==> src/rtl/dfdd_radial_pkg.sv <==
// Shared types and width helpers for the radial zone selector.
//   d2_width(coord_w) : width of an exact squared distance of two signed
//                       (coord_w+1)-bit differences
//   zi_width(n)       : zone index width for n zones
//   zone_cfg_t        : one zone table entry at the default widths
//                       (COEF_W=16, COORD_W=12)
package dfdd_radial_pkg;

  function automatic int d2_width(input int coord_w);
    return 2 * coord_w + 1;
  endfunction

  function automatic int zi_width(input int n);
    return (n < 2) ? 1 : $clog2(n);
  endfunction

  localparam int DEF_COEF_W  = 16;
  localparam int DEF_COORD_W = 12;
  localparam int DEF_D2_W    = d2_width(DEF_COORD_W);

  typedef struct packed {
    logic [DEF_COEF_W-1:0] a;
    logic [DEF_COEF_W-1:0] b;
    logic [DEF_D2_W-1:0]   r2;
  } zone_cfg_t;

endpackage

==> src/rtl/radial_zone_select.sv <==
// Combinational zone compare/select (third pipeline stage).
//   d2_i   : squared distance of the beat
//   r2_i   : thresholds for zones 0..NO_ZONES-2
//   a_i/b_i: coefficient pairs for all zones
//   zone_o : selected zone; NO_ZONES-1 when no threshold matches
//   a_o/b_o: coefficient pair of the selected zone
module radial_zone_select
  import dfdd_radial_pkg::*;
#(
  parameter  int NO_ZONES = 4,
  parameter  int COEF_W   = 16,
  parameter  int D2_W     = 25,
  localparam int ZI_W     = zi_width(NO_ZONES)
) (
  input  logic [D2_W-1:0]                   d2_i,
  input  logic [NO_ZONES-2:0][D2_W-1:0]     r2_i,
  input  logic [NO_ZONES-1:0][COEF_W-1:0]   a_i,
  input  logic [NO_ZONES-1:0][COEF_W-1:0]   b_i,
  output logic [ZI_W-1:0]                   zone_o,
  output logic [COEF_W-1:0]                 a_o,
  output logic [COEF_W-1:0]                 b_o
);

  // Ascending scan, last match wins: thresholds need not be monotonic.
  always_comb begin
    zone_o = ZI_W'(NO_ZONES - 1);
    a_o    = a_i[NO_ZONES-1];
    b_o    = b_i[NO_ZONES-1];
    for (int unsigned z = 0; z < NO_ZONES - 1; z++) begin
      if (d2_i >= r2_i[z]) begin
        zone_o = ZI_W'(z);
        a_o    = a_i[z];
        b_o    = b_i[z];
      end
    end
  end

endmodule

==> src/rtl/radial_zone_stream.sv <==
// Streaming radial zone selector for the DFDD pixel path.
// Tracks raster col/row of each accepted beat, computes the exact squared
// distance to a programmable centre, and attaches the zone index and its
// FP16 coefficient pair (a, b) to the delayed pixel payload.
// Ports:
//   clk_i, rst_n_i           : clock, async active-low reset
//   cfg_we_i/zone/a/b/r2     : shadow zone entry write
//   cfg_col/row_center_i     : shadow centre, captured on cfg_commit_i
//   cfg_commit_i             : request shadow->active swap at next sof
//   cfg_pending_o            : commit requested, not yet applied
//   s_*                      : input beat stream (valid/ready, sof, eol)
//   m_*                      : output beat stream with a, b, zone
// Latency 3 cycles, one beat per cycle, whole pipeline stalls together.
module radial_zone_stream
  import dfdd_radial_pkg::*;
#(
  parameter  int NO_ZONES = 4,
  parameter  int COORD_W  = 12,
  parameter  int COEF_W   = 16,
  parameter  int PIX_W    = 16,
  localparam int D2_W     = d2_width(COORD_W),
  localparam int ZI_W     = zi_width(NO_ZONES)
) (
  input  logic               clk_i,
  input  logic               rst_n_i,
  input  logic               cfg_we_i,
  input  logic [ZI_W-1:0]    cfg_zone_i,
  input  logic [COEF_W-1:0]  cfg_a_i,
  input  logic [COEF_W-1:0]  cfg_b_i,
  input  logic [D2_W-1:0]    cfg_r2_i,
  input  logic [COORD_W-1:0] cfg_col_center_i,
  input  logic [COORD_W-1:0] cfg_row_center_i,
  input  logic               cfg_commit_i,
  output logic               cfg_pending_o,
  input  logic               s_valid_i,
  output logic               s_ready_o,
  input  logic               s_sof_i,
  input  logic               s_eol_i,
  input  logic [PIX_W-1:0]   s_data_i,
  output logic               m_valid_o,
  input  logic               m_ready_i,
  output logic [PIX_W-1:0]   m_data_o,
  output logic               m_sof_o,
  output logic               m_eol_o,
  output logic [COEF_W-1:0]  m_a_o,
  output logic [COEF_W-1:0]  m_b_o,
  output logic [ZI_W-1:0]    m_zone_o
);

  typedef logic [NO_ZONES-1:0][COEF_W-1:0] coef_arr_t;
  typedef logic [NO_ZONES-2:0][D2_W-1:0]   r2_arr_t;
  typedef struct packed {
    coef_arr_t a;
    coef_arr_t b;
    r2_arr_t   r2;
  } tab_t;

  logic advance, accept, swap;

  // Config banks
  tab_t               sh_tab_q, sh_tab_d, act_tab_q, act_tab_d;
  logic [COORD_W-1:0] sh_ccol_q, sh_ccol_d, sh_crow_q, sh_crow_d;
  logic [COORD_W-1:0] act_ccol_q, act_ccol_d, act_crow_q, act_crow_d;
  logic               pend_q, pend_d;

  // Raster position of the next non-sof beat
  logic [COORD_W-1:0] nxt_col_q, nxt_col_d, nxt_row_q, nxt_row_d;
  logic [COORD_W-1:0] cur_col, cur_row;

  // Stage 1
  logic               v1_q;
  logic [COORD_W:0]   dc_d, dr_d, dc_q, dr_q;
  tab_t               tab1_q;
  logic [PIX_W-1:0]   data1_q;
  logic               sof1_q, eol1_q;

  // Stage 2
  logic               v2_q;
  logic [D2_W-1:0]    dcx, drx, d2_d, d2_q;
  tab_t               tab2_q;
  logic [PIX_W-1:0]   data2_q;
  logic               sof2_q, eol2_q;

  // Stage 3 (output registers)
  logic               m_valid_q, m_sof_q, m_eol_q;
  logic [PIX_W-1:0]   m_data_q;
  logic [COEF_W-1:0]  m_a_q, m_b_q, sel_a, sel_b;
  logic [ZI_W-1:0]    m_zone_q, sel_zone;

  assign advance = m_ready_i | ~m_valid_q;
  assign accept  = s_valid_i & advance;

  // Shadow next-state includes this cycle's write/commit so that a swap on
  // the same cycle picks them up; the sof beat then reads the swapped bank.
  always_comb begin
    sh_tab_d  = sh_tab_q;
    sh_ccol_d = sh_ccol_q;
    sh_crow_d = sh_crow_q;
    for (int unsigned z = 0; z < NO_ZONES; z++) begin
      if (cfg_we_i && (cfg_zone_i == ZI_W'(z))) begin
        sh_tab_d.a[z] = cfg_a_i;
        sh_tab_d.b[z] = cfg_b_i;
      end
    end
    for (int unsigned z = 0; z < NO_ZONES - 1; z++) begin
      if (cfg_we_i && (cfg_zone_i == ZI_W'(z))) begin
        sh_tab_d.r2[z] = cfg_r2_i;
      end
    end
    if (cfg_commit_i) begin
      sh_ccol_d = cfg_col_center_i;
      sh_crow_d = cfg_row_center_i;
    end

    swap = accept & s_sof_i & (pend_q | cfg_commit_i);
    if (swap) begin
      act_tab_d  = sh_tab_d;
      act_ccol_d = sh_ccol_d;
      act_crow_d = sh_crow_d;
    end else begin
      act_tab_d  = act_tab_q;
      act_ccol_d = act_ccol_q;
      act_crow_d = act_crow_q;
    end

    if (swap) begin
      pend_d = 1'b0;
    end else if (cfg_commit_i) begin
      pend_d = 1'b1;
    end else begin
      pend_d = pend_q;
    end
  end

  always_comb begin
    cur_col   = s_sof_i ? '0 : nxt_col_q;
    cur_row   = s_sof_i ? '0 : nxt_row_q;
    nxt_col_d = nxt_col_q;
    nxt_row_d = nxt_row_q;
    if (accept) begin
      if (s_eol_i) begin
        nxt_col_d = '0;
        nxt_row_d = cur_row + 1'b1;
      end else begin
        nxt_col_d = cur_col + 1'b1;
        nxt_row_d = cur_row;
      end
    end
    dc_d = {1'b0, cur_col} - {1'b0, act_ccol_d};
    dr_d = {1'b0, cur_row} - {1'b0, act_crow_d};
  end

  // Sign-extend to D2_W; each square is below 2^(2*COORD_W), so the
  // D2_W-bit product and sum are exact.
  always_comb begin
    dcx  = {{(D2_W-COORD_W-1){dc_q[COORD_W]}}, dc_q};
    drx  = {{(D2_W-COORD_W-1){dr_q[COORD_W]}}, dr_q};
    d2_d = dcx * dcx + drx * drx;
  end

  radial_zone_select #(
    .NO_ZONES (NO_ZONES),
    .COEF_W   (COEF_W),
    .D2_W     (D2_W)
  ) u_select (
    .d2_i   (d2_q),
    .r2_i   (tab2_q.r2),
    .a_i    (tab2_q.a),
    .b_i    (tab2_q.b),
    .zone_o (sel_zone),
    .a_o    (sel_a),
    .b_o    (sel_b)
  );

  always_ff @(posedge clk_i or negedge rst_n_i) begin
    if (!rst_n_i) begin
      sh_tab_q   <= '0;
      sh_ccol_q  <= '0;
      sh_crow_q  <= '0;
      act_tab_q  <= '0;
      act_ccol_q <= '0;
      act_crow_q <= '0;
      pend_q     <= 1'b0;
      nxt_col_q  <= '0;
      nxt_row_q  <= '0;
    end else begin
      sh_tab_q   <= sh_tab_d;
      sh_ccol_q  <= sh_ccol_d;
      sh_crow_q  <= sh_crow_d;
      act_tab_q  <= act_tab_d;
      act_ccol_q <= act_ccol_d;
      act_crow_q <= act_crow_d;
      pend_q     <= pend_d;
      nxt_col_q  <= nxt_col_d;
      nxt_row_q  <= nxt_row_d;
    end
  end

  // Active table is copied per beat into S1 and carried along, so a later
  // swap cannot disturb beats already in flight.
  always_ff @(posedge clk_i or negedge rst_n_i) begin
    if (!rst_n_i) begin
      v1_q      <= 1'b0;
      dc_q      <= '0;
      dr_q      <= '0;
      tab1_q    <= '0;
      data1_q   <= '0;
      sof1_q    <= 1'b0;
      eol1_q    <= 1'b0;
      v2_q      <= 1'b0;
      d2_q      <= '0;
      tab2_q    <= '0;
      data2_q   <= '0;
      sof2_q    <= 1'b0;
      eol2_q    <= 1'b0;
      m_valid_q <= 1'b0;
      m_data_q  <= '0;
      m_sof_q   <= 1'b0;
      m_eol_q   <= 1'b0;
      m_a_q     <= '0;
      m_b_q     <= '0;
      m_zone_q  <= '0;
    end else if (advance) begin
      v1_q      <= accept;
      dc_q      <= dc_d;
      dr_q      <= dr_d;
      tab1_q    <= act_tab_d;
      data1_q   <= s_data_i;
      sof1_q    <= s_sof_i;
      eol1_q    <= s_eol_i;
      v2_q      <= v1_q;
      d2_q      <= d2_d;
      tab2_q    <= tab1_q;
      data2_q   <= data1_q;
      sof2_q    <= sof1_q;
      eol2_q    <= eol1_q;
      m_valid_q <= v2_q;
      m_data_q  <= data2_q;
      m_sof_q   <= sof2_q;
      m_eol_q   <= eol2_q;
      m_a_q     <= sel_a;
      m_b_q     <= sel_b;
      m_zone_q  <= sel_zone;
    end
  end

  assign s_ready_o     = advance;
  assign cfg_pending_o = pend_q;
  assign m_valid_o     = m_valid_q;
  assign m_data_o      = m_data_q;
  assign m_sof_o       = m_sof_q;
  assign m_eol_o       = m_eol_q;
  assign m_a_o         = m_a_q;
  assign m_b_o         = m_b_q;
  assign m_zone_o      = m_zone_q;

endmodule

==> config.mk <==
export PLATFORM = sky130hd
export DESIGN_NAME = radial_zone_stream
export DESIGN_NICKNAME = d
export VERILOG_FILES = /design/src/rtl/dfdd_radial_pkg.sv /design/src/rtl/radial_zone_select.sv /design/src/rtl/radial_zone_stream.sv
export SDC_FILE = /design/constraint.sdc
export NUM_CORES = 2
export LEC_CHECK = 0
export BUFFER_PORTS_ARGS = -buffer_cell sky130_fd_sc_hd__clkbuf_2
export CAP_MARGIN = 15
export CORE_MARGIN = 8
export CORE_UTILIZATION = 49
export CTS_BUF_LIST = sky130_fd_sc_hd__clkbuf_2 sky130_fd_sc_hd__clkbuf_4 sky130_fd_sc_hd__clkbuf_8
export DETAILED_ROUTE_END_ITERATION = 16
export PLACE_DENSITY_LB_ADDON = 0.12
export SETUP_SLACK_MARGIN = 0.15
export SLEW_MARGIN = 20
export SYNTH_ARGS = -nofsm -noshare
export SYNTH_HDL_FRONTEND = slang
export SYNTH_SLANG_ARGS = --single-unit
==> constraint.sdc <==
create_clock -name clk_i -period 10.65 [get_ports clk_i]
set_input_delay 2.13 -clock clk_i [delete_from_list [all_inputs] [get_ports clk_i]]
set_output_delay 2.13 -clock clk_i [all_outputs]
set_load 0.03 [all_outputs]
======== Yosys cells after proc, flatten, opt, wreduce, memory -nomap -nowiden ========
Index checks and enable logic that the tools add are counted.
word-level totals
  register bits after elaboration ......... 1027
  bits of input ports ..................... 107
  output and inout port bits .............. 55
  word-level logic and storage cells ...... 125
cells by class
  add/sub/neg operators ................... 5
  $mul .................................... 2
  magnitude comparators ................... 3
  equal/unequal tests ..................... 3
  multiplexer cells ....................... 31
  bitwise gates (word level) .............. 6
  reduce and logical (&&, ||, !) cells .... 6
operators with widths
  kind                                                              count
  16-bit two-way mux                                                14
  203-bit two-way mux                                               1
  12-bit two-way mux                                                8
  25-bit greater-or-equal comparator                                3
  25-bit two-way mux                                                3
  13-bit by 13-bit multiplier with 25-bit output                    2
  12-bit by 12-bit subtractor with 13-bit output                    2
  25-bit adder                                                      1
  12-bit by 1-bit adder with 12-bit output (second input constant)  2
  2-bit two-way mux                                                 3
  2-bit == test (second input constant)                             2
  1-bit logical AND                                                 4
  1-bit bitwise AND                                                 3
  2-bit by 1-bit == test with 1-bit output (second input constant)  1
  2-bit zero test                                                   1
  1-bit two-way mux                                                 2
  1-bit OR                                                          2
  2-bit nonzero test                                                1
  1-bit NOT                                                         1

======== Longest topological paths before layout ========
  depth in word-level cells ............... 7
  mapped depth ............................ 26
  gate-level depth less buffers ........... 26

======== Cells and area by module ========
Synthesis repeated with hierarchy kept, for this count alone.
unflattened totals
  cell total of the unflattened synthesis .. 5171
  area, all modules ....................... 53945.5 um2
by module, submodules not included
  module              times used  cells an instance  area each (um2)  seq. area each (um2)
  radial_zone_stream  1           4760               50950.1          25699.6
  radial_zone_select  1           411                2995.4           0.0

======== Least setup slack after synthesis ========
Ideal clock, no wire load.
  kind .................................... reg2reg
  from .................................... register dr_q[1]
  to ...................................... register d2_q[22]
  setup time .............................. 77 ps
  arrival ................................. 6284 ps
  data required time ...................... 10573 ps
  setup slack ............................. 4288 ps
  cell stages (with the launch flop) ...... 23
  path buffers ............................ 2
  clock period less this slack ............ 6362 ps
  cell sequence ........................... dfrtp_1 clkbuf_1 clkbuf_1 nand2_1 fa_1 inv_1 fa_1 fa_1 fa_1 fa_1 fa_1 inv_1 fa_1 inv_1 ha_1 and3_1 nand2_1 o211a_1 o21a_1 o21ai_0 o22ai_1 xor2_1 a21oi_1
between the ends
  cells in the longest elaborated chain, start to end .. 2
RTL lines
  element                                         line                       source
  start: declaration                              radial_zone_stream.sv:72   logic [COORD_W:0] dc_d, dr_d, dc_q, dr_q;
  start signal: assignment                        radial_zone_stream.sv:226  dr_q <= dr_d;
  13-bit by 13-bit multiplier with 25-bit output  radial_zone_stream.sv:158  d2_d = dcx * dcx + drx * drx;
  25-bit adder                                    radial_zone_stream.sv:158
  end signal: assignment                          radial_zone_stream.sv:211  d2_q <= '0;
  end signal: assignment                          radial_zone_stream.sv:232  d2_q <= d2_d;
  end: declaration                                radial_zone_stream.sv:79   logic [D2_W-1:0] dcx, drx, d2_d, d2_q;
No other way between the ends.
A chain may end at the register's enable or synchronous reset.

======== Worst setup path in the final report ========
  from .................................... register dc_q[12]
  to ...................................... register d2_q[22]
between the ends
  cells in the longest elaborated chain, start to end .. 2
RTL lines
  element                                         line                       source
  start: declaration                              radial_zone_stream.sv:72
  start signal: assignment                        radial_zone_stream.sv:204  dc_q <= '0;
  start signal: assignment                        radial_zone_stream.sv:225  dc_q <= dc_d;
  13-bit by 13-bit multiplier with 25-bit output  radial_zone_stream.sv:158
  25-bit adder                                    radial_zone_stream.sv:158
No other way between the ends.

==> metrics.txt <==
Routability Congestion 0.846; Starting Density 49.3%; Yosys top cell area share 48.0%; number of global-route vias before repair 35024; met2 Use GR 31.6%; I/O Buffers 161; outcome finished clean; Finished Layout Cells 6724; H-tree depth 4; first-pass GRT wire length 193 mm; total negative slack 0 ps; worst setup path category reg -> reg; largest net degree at the start of global routing 211; Placed Cells 6412; data arrival time of the critical path 7780 ps; register area share after synthesis 48.0%; Max Slew Vio Count 0; dpl hpwl 78.9 mm; IO Count 162; Final period util 66.5%; Cell Area, Placed 0.0556 mm2; CTS tree done; Skew-Pair Late Insertion Delay 870 ps; RSZ-0062 raised after global routing no; Slew headroom 26.8%; Tmin final 7090 ps; max-cap viol count 0; gr usage total 19.9%; CP Data Required Time 11340 ps; dominant cell type by area after synthesis dfrtp_1; final net count 5815; syn_area_per_cell 10.7 um2; Post-synth EDFFs 0; CP peak stage delay 710 ps; Mapped Area 0.0535 mm2; worst slew pin tran 1100 ps; height of the die 347 um; full die area 0.120 mm2; Setup Buffers After CTS 0; most frequent CP cell fa_1; initial antenna violation count 6; cts-stage hold buffer count 0; GR Util met3 3.78%; final hold violations 0; Gates resized, CTS repair 0; M1 GR Usage 27.8%; Clock Skews 57.2 ps; most common flop cell mapped by yosys dfrtp_1; Peak Freq 141 MHz; synthesized net count 5665; total gr overflow 0; fin util 54.6%; commonest non-fill, non-tap cell in the layout nand2_1; Mapped Cells 5022; Horiz. Die Dim 347 um; vias per std cell 5.02; total CTS buffers 171; # DRC 0; Final setup viols 0; highest-count cells in the layout ignoring fill and taps 1036 x nand2_1, 1027 x dfrtp_1, 721 x inv_1; DR iter-0 viols 1886; largest cells by area after synthesis dfrtp_1 48%, fa_1 12%, nand2_1 7.3%, mux2_2 5.5%, inv_1 5.1%; TritonCTS Sinks 1027; clock-pin slew on the worst setup and hold paths 60 ps; post-route cell area 0.0593 mm2; final wirelength 117 mm; share of layout cells above drive strength 1 14.9%; Core Region 0.109 mm2; GR peak layer met2; CP Cell Sequence inv_1 > nor2_1 > fa_1 > fa_1 > inv_1 > fa_1 > fa_1 > inv_1 > fa_1 > fa_1 > inv_1 > fa_1 > inv_1 > ha_1 > and3_1 > nand2_1 > o211a_1 > o21a_1 > o21ai_0 > o22ai_1 > xor2_1 > a21oi_1; min-delay worst type reg -> reg; asr flop ratio synth 100%; Max stage delay cell, worst path dfrtp_1; routed len/inst 17.5 um; synth unique cells 65; Detail Route Antenna Nets 0; routed via count 33732; CTS root buffer clkbuf_8; Ys Warns 0; FP Rows 121; crit path max fanout 16; area delta synth->final 10.8%; #FFs+latches synth 1027; Pre-antenna DRT Iters 7; type of origin of the critical path flip-flop; CP Capture Type flip-flop; Max clock buf depth 3
-- path summary, 6_finish.rpt --
path | start | end | slack [ps] | depth (start not counted)
setup / recovery | dc_q[12]$_DFFE_PN0N_ | d2_q[22]$_DFFE_PN0N_ | 3560 | 22
hold / removal | tab1_q[189]$_DFFE_PN0N_ | tab2_q[189]$_DFFE_PN0N_ | 460 | 2
setup reg to reg | dc_q[12]$_DFFE_PN0N_ | d2_q[22]$_DFFE_PN0N_ | 3560 | 22
hold reg to reg | tab1_q[189]$_DFFE_PN0N_ | tab2_q[189]$_DFFE_PN0N_ | 460 | 2
max in group asynchronous | rst_n_i | sh_tab_q[142]$_DFF_PN0_ | 7010 | 3
min in group asynchronous | rst_n_i | act_tab_q[42]$_DFF_PN0_ | 1230 | 1
-- metrics by stage --
| step | setup WS [ps] | hold WS [ps] |
|---|---|---|
| final | 3560 | 457 |
| after detailed placement | 3610 | 450 |
| after CTS | 3570 | 456 |
| after global routing | 3190 | 483 |
| after global placement | 3710 | 445 |
| after floorplan | 4290 | 430 |
-- sequential cells by signal, summed over array words and instances (netlist names), 25 cells and up --
signal     cells
act_tab_q    203
sh_tab_q     203
tab1_q       203
tab2_q       203
d2_q          25
-- metal layers --
| layer | vias up | share of wire (%) | routed length (um) |
|---|---|---|---|
| li1 | 16226 | - | - |
| met1 | 16764 | 47 | 54700 |
| met2 | 542 | 47 | 55100 |
| met3 | 198 | 4.0 | 4640 |
| met4 | 2 | 2.5 | 2890 |
| met5 | - | 0.011 | 13 |
-- layout make-up --
class | count | area, um2
clock buffer | 282 | 3440
fill | 9642 | 49200
antenna | 4 | 10.0
clock inverter | 25 | 236
inverter | 723 | 2720
sequential | 1027 | 25700
timing repair buffer | 199 | 1220
multi-input combinational | 3050 | 24200
tap | 1414 | 1770
-- Yosys cell counts (4+ instances only) --
cell,instances
inv_1,721
buf_2,40
o31ai_1,10
a21o_1,12
dfrtp_1,1027
clkbuf_1,154
a211oi_1,8
o211ai_1,6
xnor2_1,42
mux2i_1,258
o21a_1,15
nor3_1,18
nand4_1,18
o221ai_1,4
a2bb2oi_1,32
and2_1,70
a21oi_1,78
xor2_1,32
mux2_2,262
nor2_1,102
or2_2,7
and3_1,8
o21ai_0,292
nand2b_1,20
nor2b_1,31
a31oi_1,8
o21ai_1,76
fa_1,324
nand3_1,20
ha_1,212
buf_1,20
o21bai_1,5
nand2_1,1036
nand3b_1,4
-- worst max-delay path, delay by kind of cell, from the launching register on --
| kind | cells | cell delay, ps |
|---|---|---|
| adder cells (fa/ha/maj) | 8 | 4010 |
| AO/OA/AOI/OAI | 5 | 900 |
| flip-flops | 1 | 710 |
| AND/OR/NAND/NOR | 3 | 610 |
| buffers and inverters | 5 | 570 |
| XOR/XNOR | 1 | 150 |
-- kinds of logic after synthesis --
group,count (synthesis),synth area share [%]
buffers and inverters,945,6.85
and+or+nand+nor,1346,10.4
other,1,0.00700
adders and majority gates,536,17.1
muxes,520,10.3
xor gates and xnor gates,74,1.21
AOI/OAI and AO/OA,573,6.17
DFF,1027,48.0
Power is not shown: default switching activity piles up to over one toggle a cycle in this logic, so the estimate is an artifact.
